[config.mk]
export PLATFORM = sky130hd
export DESIGN_NAME = peri_pwm_fader_flat
export DESIGN_NICKNAME = d
export VERILOG_FILES = /design/src/rtl/peri_pwm_fader_if.sv /design/src/rtl/peri_pwm_fader.sv /design/src/flat_wrapper.sv
export SDC_FILE = /design/constraint.sdc
export NUM_CORES = 1
export LEC_CHECK = 0
export ABC_AREA = 1
export CAP_MARGIN = 20
export CORE_MARGIN = 5
export CORE_UTILIZATION = 39
export DETAILED_ROUTE_END_ITERATION = 7
export GPL_ROUTABILITY_DRIVEN = 0
export PLACE_DENSITY = 0.67
export SKIP_CTS_REPAIR_TIMING = 1
export SLEW_MARGIN = 40
export SYNTH_ARGS = -nofsm -noshare
export SYNTH_HDL_FRONTEND = slang
export SYNTH_SLANG_ARGS = --single-unit
[constraint.sdc]
create_clock -name clk_i -period 11.4 [get_ports clk_i]
set_input_delay 2.28 -clock clk_i [delete_from_list [all_inputs] [get_ports clk_i]]
set_output_delay 2.28 -clock clk_i [all_outputs]
set_load 0.01 [all_outputs]
[src/rtl/peri_pwm_fader_if.sv]
// peri_pwm_fader_if: host wishbone port plus the shared downstream bus to the PWM channel bank
interface peri_pwm_fader_if #(parameter int NCH = 4);
  logic wb_we;
  logic wb_stb;
  logic wb_ack;
  logic [3:0] wb_adr;
  logic [7:0] wb_wdat;
  logic [7:0] wb_rdat;
  logic [NCH-1:0] ch_stb;
  logic [NCH-1:0] ch_ack;
  logic ch_we;
  logic [7:0] ch_dat;
  modport slave(
    input wb_we, wb_stb, wb_adr, wb_wdat, ch_ack,
    output wb_ack, wb_rdat, ch_stb, ch_we, ch_dat
  );
  modport master(
    output wb_we, wb_stb, wb_adr, wb_wdat, ch_ack,
    input wb_ack, wb_rdat, ch_stb, ch_we, ch_dat
  );
endinterface

[src/rtl/peri_pwm_fader.sv]
// peri_pwm_fader: on each fade tick, walks the channels and steps each current duty toward its target
module peri_pwm_fader #(
  parameter int NCH = 4,
  parameter int TICK_DIV = 1024
) (
  input logic clk_i,
  input logic rst_ni,
  peri_pwm_fader_if.slave bus
);
  localparam int IW = NCH > 1 ? $clog2(NCH) : 1;
  localparam int CW = $clog2(256 * TICK_DIV + 1);
  localparam logic [3:0] NCH4 = 4'(NCH);
  localparam logic [IW-1:0] LAST = IW'(NCH - 1);
  typedef enum logic [1:0] {IDLE, EVAL, WRITE} state_t;
  state_t state, state_nx;
  logic [IW-1:0] idx, idx_nx;
  logic [7:0] tgt [NCH];
  logic [7:0] cur [NCH];
  logic [7:0] step, presc, nxt, nxt_nx, ct, cc, diff, calc;
  logic [2:0] sel;
  logic en, ovr, tick, busy, wr, ack, done, jump;
  logic [CW-1:0] cnt, per_m1;
  assign wr = bus.wb_stb & bus.wb_we;
  assign per_m1 = CW'((32'(presc) + 32'd1) * TICK_DIV - 1);
  assign tick = en && cnt == per_m1;
  assign busy = state != IDLE;
  assign ct = tgt[idx];
  assign cc = cur[idx];
  assign ack = bus.ch_ack[idx];
  assign done = idx == LAST;
  // magnitude compare against STEP cannot overshoot, so 0 and 255 land exactly
  assign diff = ct > cc ? ct - cc : cc - ct;
  assign jump = step == 8'd0 || diff <= step;
  assign calc = jump ? ct : ct > cc ? cc + step : cc - step;
  always_comb begin
    state_nx = state;
    idx_nx = idx;
    nxt_nx = nxt;
    case (state)
      IDLE: if (tick) begin
        state_nx = EVAL;
        idx_nx = '0;
      end
      EVAL: if (!en) state_nx = IDLE;
      else if (ct == cc) begin
        state_nx = done ? IDLE : EVAL;
        idx_nx = done ? idx : idx + 1'b1;
      end else begin
        state_nx = WRITE;
        nxt_nx = calc;
      end
      WRITE: if (ack) begin
        state_nx = (done || !en) ? IDLE : EVAL;
        idx_nx = (done || !en) ? idx : idx + 1'b1;
      end
      default: state_nx = IDLE;
    endcase
  end
  assign bus.ch_stb = state == WRITE ? NCH'(1) << idx : '0;
  assign bus.ch_we = state == WRITE;
  assign bus.ch_dat = state == WRITE ? nxt : 8'd0;
  assign bus.wb_ack = bus.wb_stb;
  assign bus.wb_rdat = bus.wb_adr < NCH4 ? tgt[bus.wb_adr[IW-1:0]] :
    bus.wb_adr == 4'd8 ? step :
    bus.wb_adr == 4'd9 ? presc :
    bus.wb_adr == 4'd10 ? {7'd0, en} :
    bus.wb_adr == 4'd11 ? {6'd0, ovr, busy} :
    bus.wb_adr == 4'd12 ? {5'd0, sel} :
    bus.wb_adr == 4'd13 && {1'b0, sel} < NCH4 ? cur[sel[IW-1:0]] : 8'd0;
  always_ff @(posedge clk_i or negedge rst_ni)
    if (!rst_ni) begin
      state <= IDLE;
      idx <= '0;
      nxt <= '0;
      step <= '0;
      presc <= '0;
      en <= 1'b0;
      ovr <= 1'b0;
      sel <= '0;
      cnt <= '0;
      for (int i = 0; i < NCH; i++) begin
        tgt[i] <= '0;
        cur[i] <= '0;
      end
    end else begin
      state <= state_nx;
      idx <= idx_nx;
      nxt <= nxt_nx;
      cnt <= (!en || (wr && bus.wb_adr == 4'd9) || tick) ? '0 : cnt + 1'b1;
      ovr <= (tick && busy) || (ovr && !(wr && bus.wb_adr == 4'd11 && bus.wb_wdat[1]));
      if (wr && bus.wb_adr == 4'd8) step <= bus.wb_wdat;
      if (wr && bus.wb_adr == 4'd9) presc <= bus.wb_wdat;
      if (wr && bus.wb_adr == 4'd10) en <= bus.wb_wdat[0];
      if (wr && bus.wb_adr == 4'd12) sel <= bus.wb_wdat[2:0];
      for (int i = 0; i < NCH; i++) begin
        if (wr && bus.wb_adr == 4'(i)) tgt[i] <= bus.wb_wdat;
        if (state == WRITE && ack && idx == IW'(i)) cur[i] <= nxt;
      end
    end
endmodule
[src/flat_wrapper.sv]
// flat-port wrapper written by rule: the top's interface ports become plain ports
module peri_pwm_fader_flat 
#(
  parameter int NCH = 4,
  parameter int TICK_DIV = 1024
)
  (clk_i, rst_ni, bus_wb_we, bus_wb_stb, bus_wb_adr, bus_wb_wdat, bus_ch_ack, bus_wb_ack, bus_wb_rdat, bus_ch_stb, bus_ch_we, bus_ch_dat);
  peri_pwm_fader_if #(.NCH(NCH)) bus_i ();
  input logic clk_i;
  input logic rst_ni;
  input wire logic [$bits(bus_i.wb_we)-1:0] bus_wb_we;
  input wire logic [$bits(bus_i.wb_stb)-1:0] bus_wb_stb;
  input wire logic [$bits(bus_i.wb_adr)-1:0] bus_wb_adr;
  input wire logic [$bits(bus_i.wb_wdat)-1:0] bus_wb_wdat;
  input wire logic [$bits(bus_i.ch_ack)-1:0] bus_ch_ack;
  output wire logic [$bits(bus_i.wb_ack)-1:0] bus_wb_ack;
  output wire logic [$bits(bus_i.wb_rdat)-1:0] bus_wb_rdat;
  output wire logic [$bits(bus_i.ch_stb)-1:0] bus_ch_stb;
  output wire logic [$bits(bus_i.ch_we)-1:0] bus_ch_we;
  output wire logic [$bits(bus_i.ch_dat)-1:0] bus_ch_dat;
  assign bus_i.wb_we = bus_wb_we;
  assign bus_i.wb_stb = bus_wb_stb;
  assign bus_i.wb_adr = bus_wb_adr;
  assign bus_i.wb_wdat = bus_wb_wdat;
  assign bus_i.ch_ack = bus_ch_ack;
  assign bus_wb_ack = bus_i.wb_ack;
  assign bus_wb_rdat = bus_i.wb_rdat;
  assign bus_ch_stb = bus_i.ch_stb;
  assign bus_ch_we = bus_i.ch_we;
  assign bus_ch_dat = bus_i.ch_dat;
  peri_pwm_fader #(.NCH(NCH), .TICK_DIV(TICK_DIV)) u_core (.clk_i(clk_i), .rst_ni(rst_ni), .bus(bus_i));
endmodule
==> results of run 1 <==
metal layers:
metal / part of all wire, % / GRT usage (%) / wire [µm]
met1: 44 / 27.88 / 9837
met2: 44 / 30.70 / 9884
met3: 7.9 / 4.491 / 1761
met4: 4.1 / 9.927 / 924
met5: 0 / 0 / 0
power by group:
group / leakage [µW] / switching [µW] / total (µW) / internal (µW)
clock: 0.000264 / 203 / 520 / 317
combinational: 0.00233 / 277 / 437 / 161
sequential: 0.00156 / 51.2 / 499 / 448
total: 0.00416 / 531 / 1460 / 925
critical path, stage by stage:
cell,delay (ns)
clkdlybuf4s50_1,0.48
nor2_1,0.55
inv_1,0.12
nor2_1,0.21
inv_1,0.17
o21ai_0,0.17
a2111oi_0,0.09
a31oi_1,0.25
clkdlybuf4s50_1,0.59
Yosys cell counts, types with 4 or more instances:
cell type  count
clkbuf_1      22
ha_1          41
nand2_2        4
nor2_1        68
a32oi_1       14
o21ai_0      137
nand2_1      292
nor3_1        14
o22ai_1        5
a22oi_1       16
a21oi_1       55
xor2_1        20
dfrtp_1      116
o211ai_1       7
a31oi_1        4
nor2_2        17
nand4_1       12
xnor2_1        6
inv_1        151
nand3_1       32
layout make-up:
cell class,instances,area [µm²]
fillers,1967,10600
multi-input cells,779,4172
flip-flops and latches,116,2903
inverters,157,589.3
clock buffers,21,470.5
repair buffers,43,426.7
well taps,265,331.6
clock inverters,11,102.6
registers in the layout, indices dropped and copies added, names as in the netlist, 2 cells and up:
name,count
u_core.cnt,19
u_core.cur,32
u_core.idx,2
u_core.nxt,8
u_core.presc,8
u_core.sel,3
u_core.state,2
u_core.step,8
u_core.tgt,32
through the flow:
step	hold WS [ns]	setup WS, ns	power (µW)
6_report	0.4670	4.199	1456
3_5_place_dp	0.4606	4.298	933.3
5_1_grt	0.4847	4.025	1545
4_1_cts	0.4708	4.274	1455
2_1_floorplan	0.4341	5.647	815.8
3_3_place_gp	0.4587	4.327	928.0
cell families (layout without fill, tap and decap cells):
group | after synthesis | count (layout) | share of synthesized area, %
buffers and inverters | 188 | 232 | 9.376
flip-flops | 116 | 116 | 37.19
XOR/XNOR | 26 | 26 | 2.917
AO/OA/AOI/OAI | 255 | 255 | 18.51
adder cells (fa/ha/maj) | 44 | 44 | 7.341
multiplexers | 1 | 1 | 0.1442
AND/OR/NAND/NOR | 453 | 453 | 24.52
final timing paths:
| kind | to | depth (start not counted) |
|---|---|---|
| setup reg to reg | u_core.nxt[0]$_DFFE_PN0P_ | 21 |
| hold / removal | u_core.cnt[0]$_DFF_PN0_ | 1 |
| max in group asynchronous | u_core.presc[0]$_DFFE_PN0P_ | 2 |
| hold reg to reg | u_core.cnt[0]$_DFF_PN0_ | 1 |
| min in group asynchronous | u_core.state[0]$_DFFE_PN0P_ | 1 |
| setup / recovery | bus_wb_rdat[2] | 9 |
==> impl_results.md, run 1 <==
- Status: completed
- Sequential element share of the synthesized area: 37.19%
- Initial antenna violation count: 0
- Post-synth top area cell: dfrtp_1
- Worst EP arrival: 4.92 ns
- Final slew viol count: 0
- Via count: 7,335
- Worst hold start: u_core.cnt[0]$_DFF_PN0_
- Netlist Area Pre-Place: 7806 µm²
- Yosys Warn Count: 0
- Input/output buffers: 41
- Hpwl dp: 16.23 mm
- Global-route wire length before repair: 36.15 mm
- Grt ovf: 0
- Syn nets: 1,147
- Fin cells: 1,392
- Largest net degree at the start of global routing: 61
- # clock sinks: 116
- CORE AREA: 19,590 µm²
- CTS Root Cell: clkbuf_16
- Insertion delay to the later sink of the worst-skew pair: 0.42 ns
- DIE AREA: 22,940 µm²
- Peak supply drop: 0.0001186 V
- Placed Area: 8418 µm²
- Placed insts: 1,360
- Endpoints failing setup: 0
- #FFs+latches synth: 116
- TritonRoute pass-1 iters: 6
- Vias in the first global route: 6,798
- Setup crit end kind: output port
- Detail Route Antenna Nets: 0
- Num ports: 42
- Worst Setup Path Type: in2out
- WL final: 22.41 mm
- GRT Total Usage: 20.42%
- RSZ-0062 raised after global routing: false
- Post-synth top area share: 37.19%
- Most frequent cells in the layout: 292 x nand2_1, 149 x inv_1, 137 x o21ai_0
- Most common cell after layout, fill and taps aside: nand2_1
- Die width: 151.5 µm
- Synth cell types: 48
- Final hold vios: 0
- Critical R2R Launch: u_core.idx[1]$_DFFE_PN0P_
- Reg-to-reg setup timing slack: 5.68 ns
- Max-cap viol count: 0
- Synth async-reset ratio: 100.0%
- # diodes: 0
- Syn avg cell area: 7.208 µm²
- Worst Path Required: 9.12 ns
- Area Overhead vs Synth: 15.23%
- TritonCTS clock tree: built
- Num CTS Buffers: 17
- Ratio of cells with drive above 1 in the final layout: 6.389%
- Wire per inst: 16.10 µm
- Ys flop type: dfrtp_1
- Final Util: 45.92%
- Post-synth EDFFs: 0
- CTS Buffer Depth: 2
- Minimum clock period: 7.201 ns
- Dominant cells by area after synthesis: dfrtp_1 37%, nand2_1 14%, o21ai_0 8.8%, inv_1 7.3%, ha_1 6.6%
- Htree depth: 4
- Final net count: 1,178
- Die height: 151.5 µm
- Num rows: 51
- Worst-Margin Slew: 0.7390 ns
- Crit path max fanout: 10
- DR vias/cell: 5.269
- Final instance area: 8995 µm²
- LEAKAGE: 0.004157 µW
- Worst relative slew slack: 50.73%
- Final setup TNS: 0 ns
- Post-Synthesis Cells: 1,083
- Fmax achieved: 138.9 MHz
- Startpoint Class: input pin
- Tcrit/Tclk final: 63.17%
- CTS clock-pin slew for the worst setup and hold paths: 0.06 ns
- Initial Utilization: 39.85%
- PwrDens: 161.9 nW/µm²
- DRT iter0 DRCs: 804
- Worst Skew: 0.01076 ns
- DRC: 0
- Crit path launch: bus_wb_adr[1]
- Hold Crit Class: reg2reg
Note: power is estimated with default switching activity, not from simulation.
==> run 2: changes to the inputs <==
- clock period: 11.4 -> 7.15 ns (I/O delays scaled with it)
==> impl_results.md, run 2 (synthesis results as in run 1) <==
- DR vias/cell: 5.259 (was 5.269)
- Num rows: 51 (unchanged)
- Final Util: 46.23% (was 45.92%)
- Area Overhead vs Synth: 16.01% (was 15.23%)
- Crit-path cells: clkdlybuf4s50_1, nor2_1, inv_1, nor2_1, inv_1, o21ai_0, a2111oi_0, a31oi_1, clkdlybuf4s50_1 (unchanged)
- Startpoint Class: input pin (unchanged)
- TritonCTS clock tree: built (unchanged)
- PwrDens: 266.3 nW/µm² (was 161.9 nW/µm²)
- Worst Path Required: 5.72 ns (was 9.12 ns)
- CTS Root Cell: clkbuf_16 (unchanged)
- Final instance area: 9056 µm² (was 8995 µm²)
- Setup crit end kind: output port (unchanged)
- Sw Pwr: 840.2 µW (was 530.9 µW)
- Final setup TNS: 0 ns (unchanged)
- Worst Setup Path Type: in2out (unchanged)
- Placed Area: 8418 µm² (unchanged)
- Top delay family on crit path: buffers and inverters (unchanged)
- TritonRoute pass-1 iters: 5 (was 6)
- Via count: 7,321 (was 7,335)
- Num ports: 42 (unchanged)
- Num CTS Buffers: 17 (unchanged)
- Detail Route Antenna Nets: 0 (unchanged)
- Final net count: 1,178 (unchanged)
- Worst Skew: 0.007737 ns (was 0.01076 ns)
- Peak supply drop: 0.0001941 V (was 0.0001186 V)
- Input/output buffers: 41 (unchanged)
- Met2 WL: 10.25 mm (was 9.884 mm)
- Most frequent cells in the layout: 292 x nand2_1, 149 x inv_1, 137 x o21ai_0 (unchanged)
- Insertion delay to the later sink of the worst-skew pair: 0.43 ns (was 0.42 ns)
- Final worst setup slack: 1.575 ns (was 4.199 ns)
- Depth of the worst hold-timing path: 1 (unchanged)
- Worst relative slew slack: 49.62% (was 50.73%)
- CORE AREA: 19,590 µm² (unchanged)
- Pre-CTS setup slack: 1.669 ns (was 4.298 ns)
- Regs by FF count: u_core.cur x32, u_core.tgt x32, u_core.cnt x19 (unchanged)
- DIE AREA: 22,940 µm² (unchanged)
- CTS clock-pin slew for the worst setup and hold paths: 0.06 ns (about the same)
- Grt ovf: 0 (unchanged)
- LEAKAGE: 0.004192 µW (was 0.004157 µW)
- WL final: 22.60 mm (was 22.41 mm)
- Sequential power share: 33.0% (was 34.3%)
- Sw Share: 34.85% (was 36.46%)
- Die height: 151.5 µm (unchanged)
- DRT iter0 DRCs: 700 (was 804)
- Hpwl dp: 16.52 mm (was 16.23 mm)
- Worst-Margin Slew: 0.7529 ns (was 0.7390 ns)
- Largest net degree at the start of global routing: 66 (was 61)
- R2R depth: 21 (unchanged)
- Combinational share of power: 28.7% (was 30.0%)
- Initial Utilization: 39.85% (unchanged)
- Most common cell after layout, fill and taps aside: nand2_1 (unchanged)
- CP max stage delay: 0.60 ns (was 0.59 ns)
- Cell Int Power: 1571 µW (was 925.2 µW)
- # clock sinks: 116 (unchanged)
- Final hold vios: 0 (unchanged)
- Status: completed (unchanged)
- Vias in the first global route: 6,785 (was 6,798)
- Levels on crit path: 9 (unchanged)
- Worst EP arrival: 4.15 ns (was 4.92 ns)
- Die width: 151.5 µm (unchanged)
- Worst Path Buf+Inv: 4 (unchanged)
- Htree depth: 4 (unchanged)
- RSZ-0062 raised after global routing: false (unchanged)
- Hold Crit Class: reg2reg (unchanged)
- # diodes: 0 (unchanged)
- Fillcell total: 2,004 (was 1,967)
- GRT Total Usage: 20.34% (was 20.42%)
- Ratio of cells with drive above 1 in the final layout: 6.389% (unchanged)
- Hold_ws: 0.4669 ns (was 0.4670 ns)
- DRC: 0 (unchanged)
- Power share of the clock group: 38.3% (was 35.7%)
- M1 WL: 10.30 mm (was 9.837 mm)
- Met3 wire len: 1.510 mm (was 1.761 mm)
- Endpoints failing setup: 0 (unchanged)
- Tcrit/Tclk final: 77.98%
- Global-route wire length before repair: 36.21 mm (was 36.15 mm)
- Crit path max fanout: 10 (unchanged)
- Max-cap viol count: 0 (unchanged)
- Final slew viol count: 0 (unchanged)
- Minimum clock period: 5.575 ns
- Fmax achieved: 179.4 MHz
- Slowest CP cell: nor2_1 (was clkdlybuf4s50_1)
- Highest metal used: met4 (unchanged)
- Wire per inst: 16.24 µm (was 16.10 µm)
- CTS Buffer Depth: 2 (unchanged)
- Initial antenna violation count: 0 (unchanged)
## run 2: cell count changes in the layout (fill, tap and decap cells not counted), sizes merged
cell and change:
clkbuf -1, clkinvlp -2, bufinv +3
## run 2: path summary, 6_finish.rpt
kind / startpoint / slack [ns] / end
max: bus_wb_adr[1] / 1.57 / bus_wb_rdat[2]
min in group asynchronous: rst_ni / 1.03 / u_core.state[1]$_DFFE_PN0P_
max reg2reg: u_core.idx[1]$_DFFE_PN0P_ / 1.89 / u_core.nxt[0]$_DFFE_PN0P_
min reg2reg: u_core.cnt[0]$_DFF_PN0_ / 0.47 / u_core.cnt[0]$_DFF_PN0_
max in group asynchronous: rst_ni / 5.08 / u_core.presc[6]$_DFFE_PN0P_
min: u_core.cnt[0]$_DFF_PN0_ / 0.47 / u_core.cnt[0]$_DFF_PN0_
## run 2: layer usage
metal	track usage, %	vias up
li1	-	3610
met1	27.89	3412
met2	32.07	257
met3	4.045	42
met4	7.117	0
met5	0	-
## run 2: per-stage QoR
stage | power, µW | instances
floorplan | 1301 | 1083
global placement | 1475 | 1360
detailed placement | 1486 | 1360
CTS | 2411 | 1392
global route | 2550 | 1392
finish | 2411 | 1392
## run 2: power groups by stage
| stage | combinational [µW] | sequential (µW) | clock (µW) |
|---|---|---|---|
| 6_report | 692 | 795 | 924 |
| 5_1_grt | 787 | 800 | 962 |
| 4_1_cts | 688 | 792 | 931 |
| 3_5_place_dp | 683 | 803 | 0 |
| 3_3_place_gp | 673 | 803 | 0 |
| 2_1_floorplan | 533 | 767 | 0 |
## run 2: final cells by class
class | count | area, µm² | share of cell area [%]
Multi-Input combinational cell | 779 | 4172 | 46.06
Sequential cell | 116 | 2903 | 32.05
Tap cell | 265 | 331.6 | 3.661
Inverter | 157 | 589.3 | 6.507
Clock inverter | 12 | 177.7 | 1.962
Timing Repair Buffer | 43 | 426.7 | 4.711
Clock buffer | 20 | 456.7 | 5.043
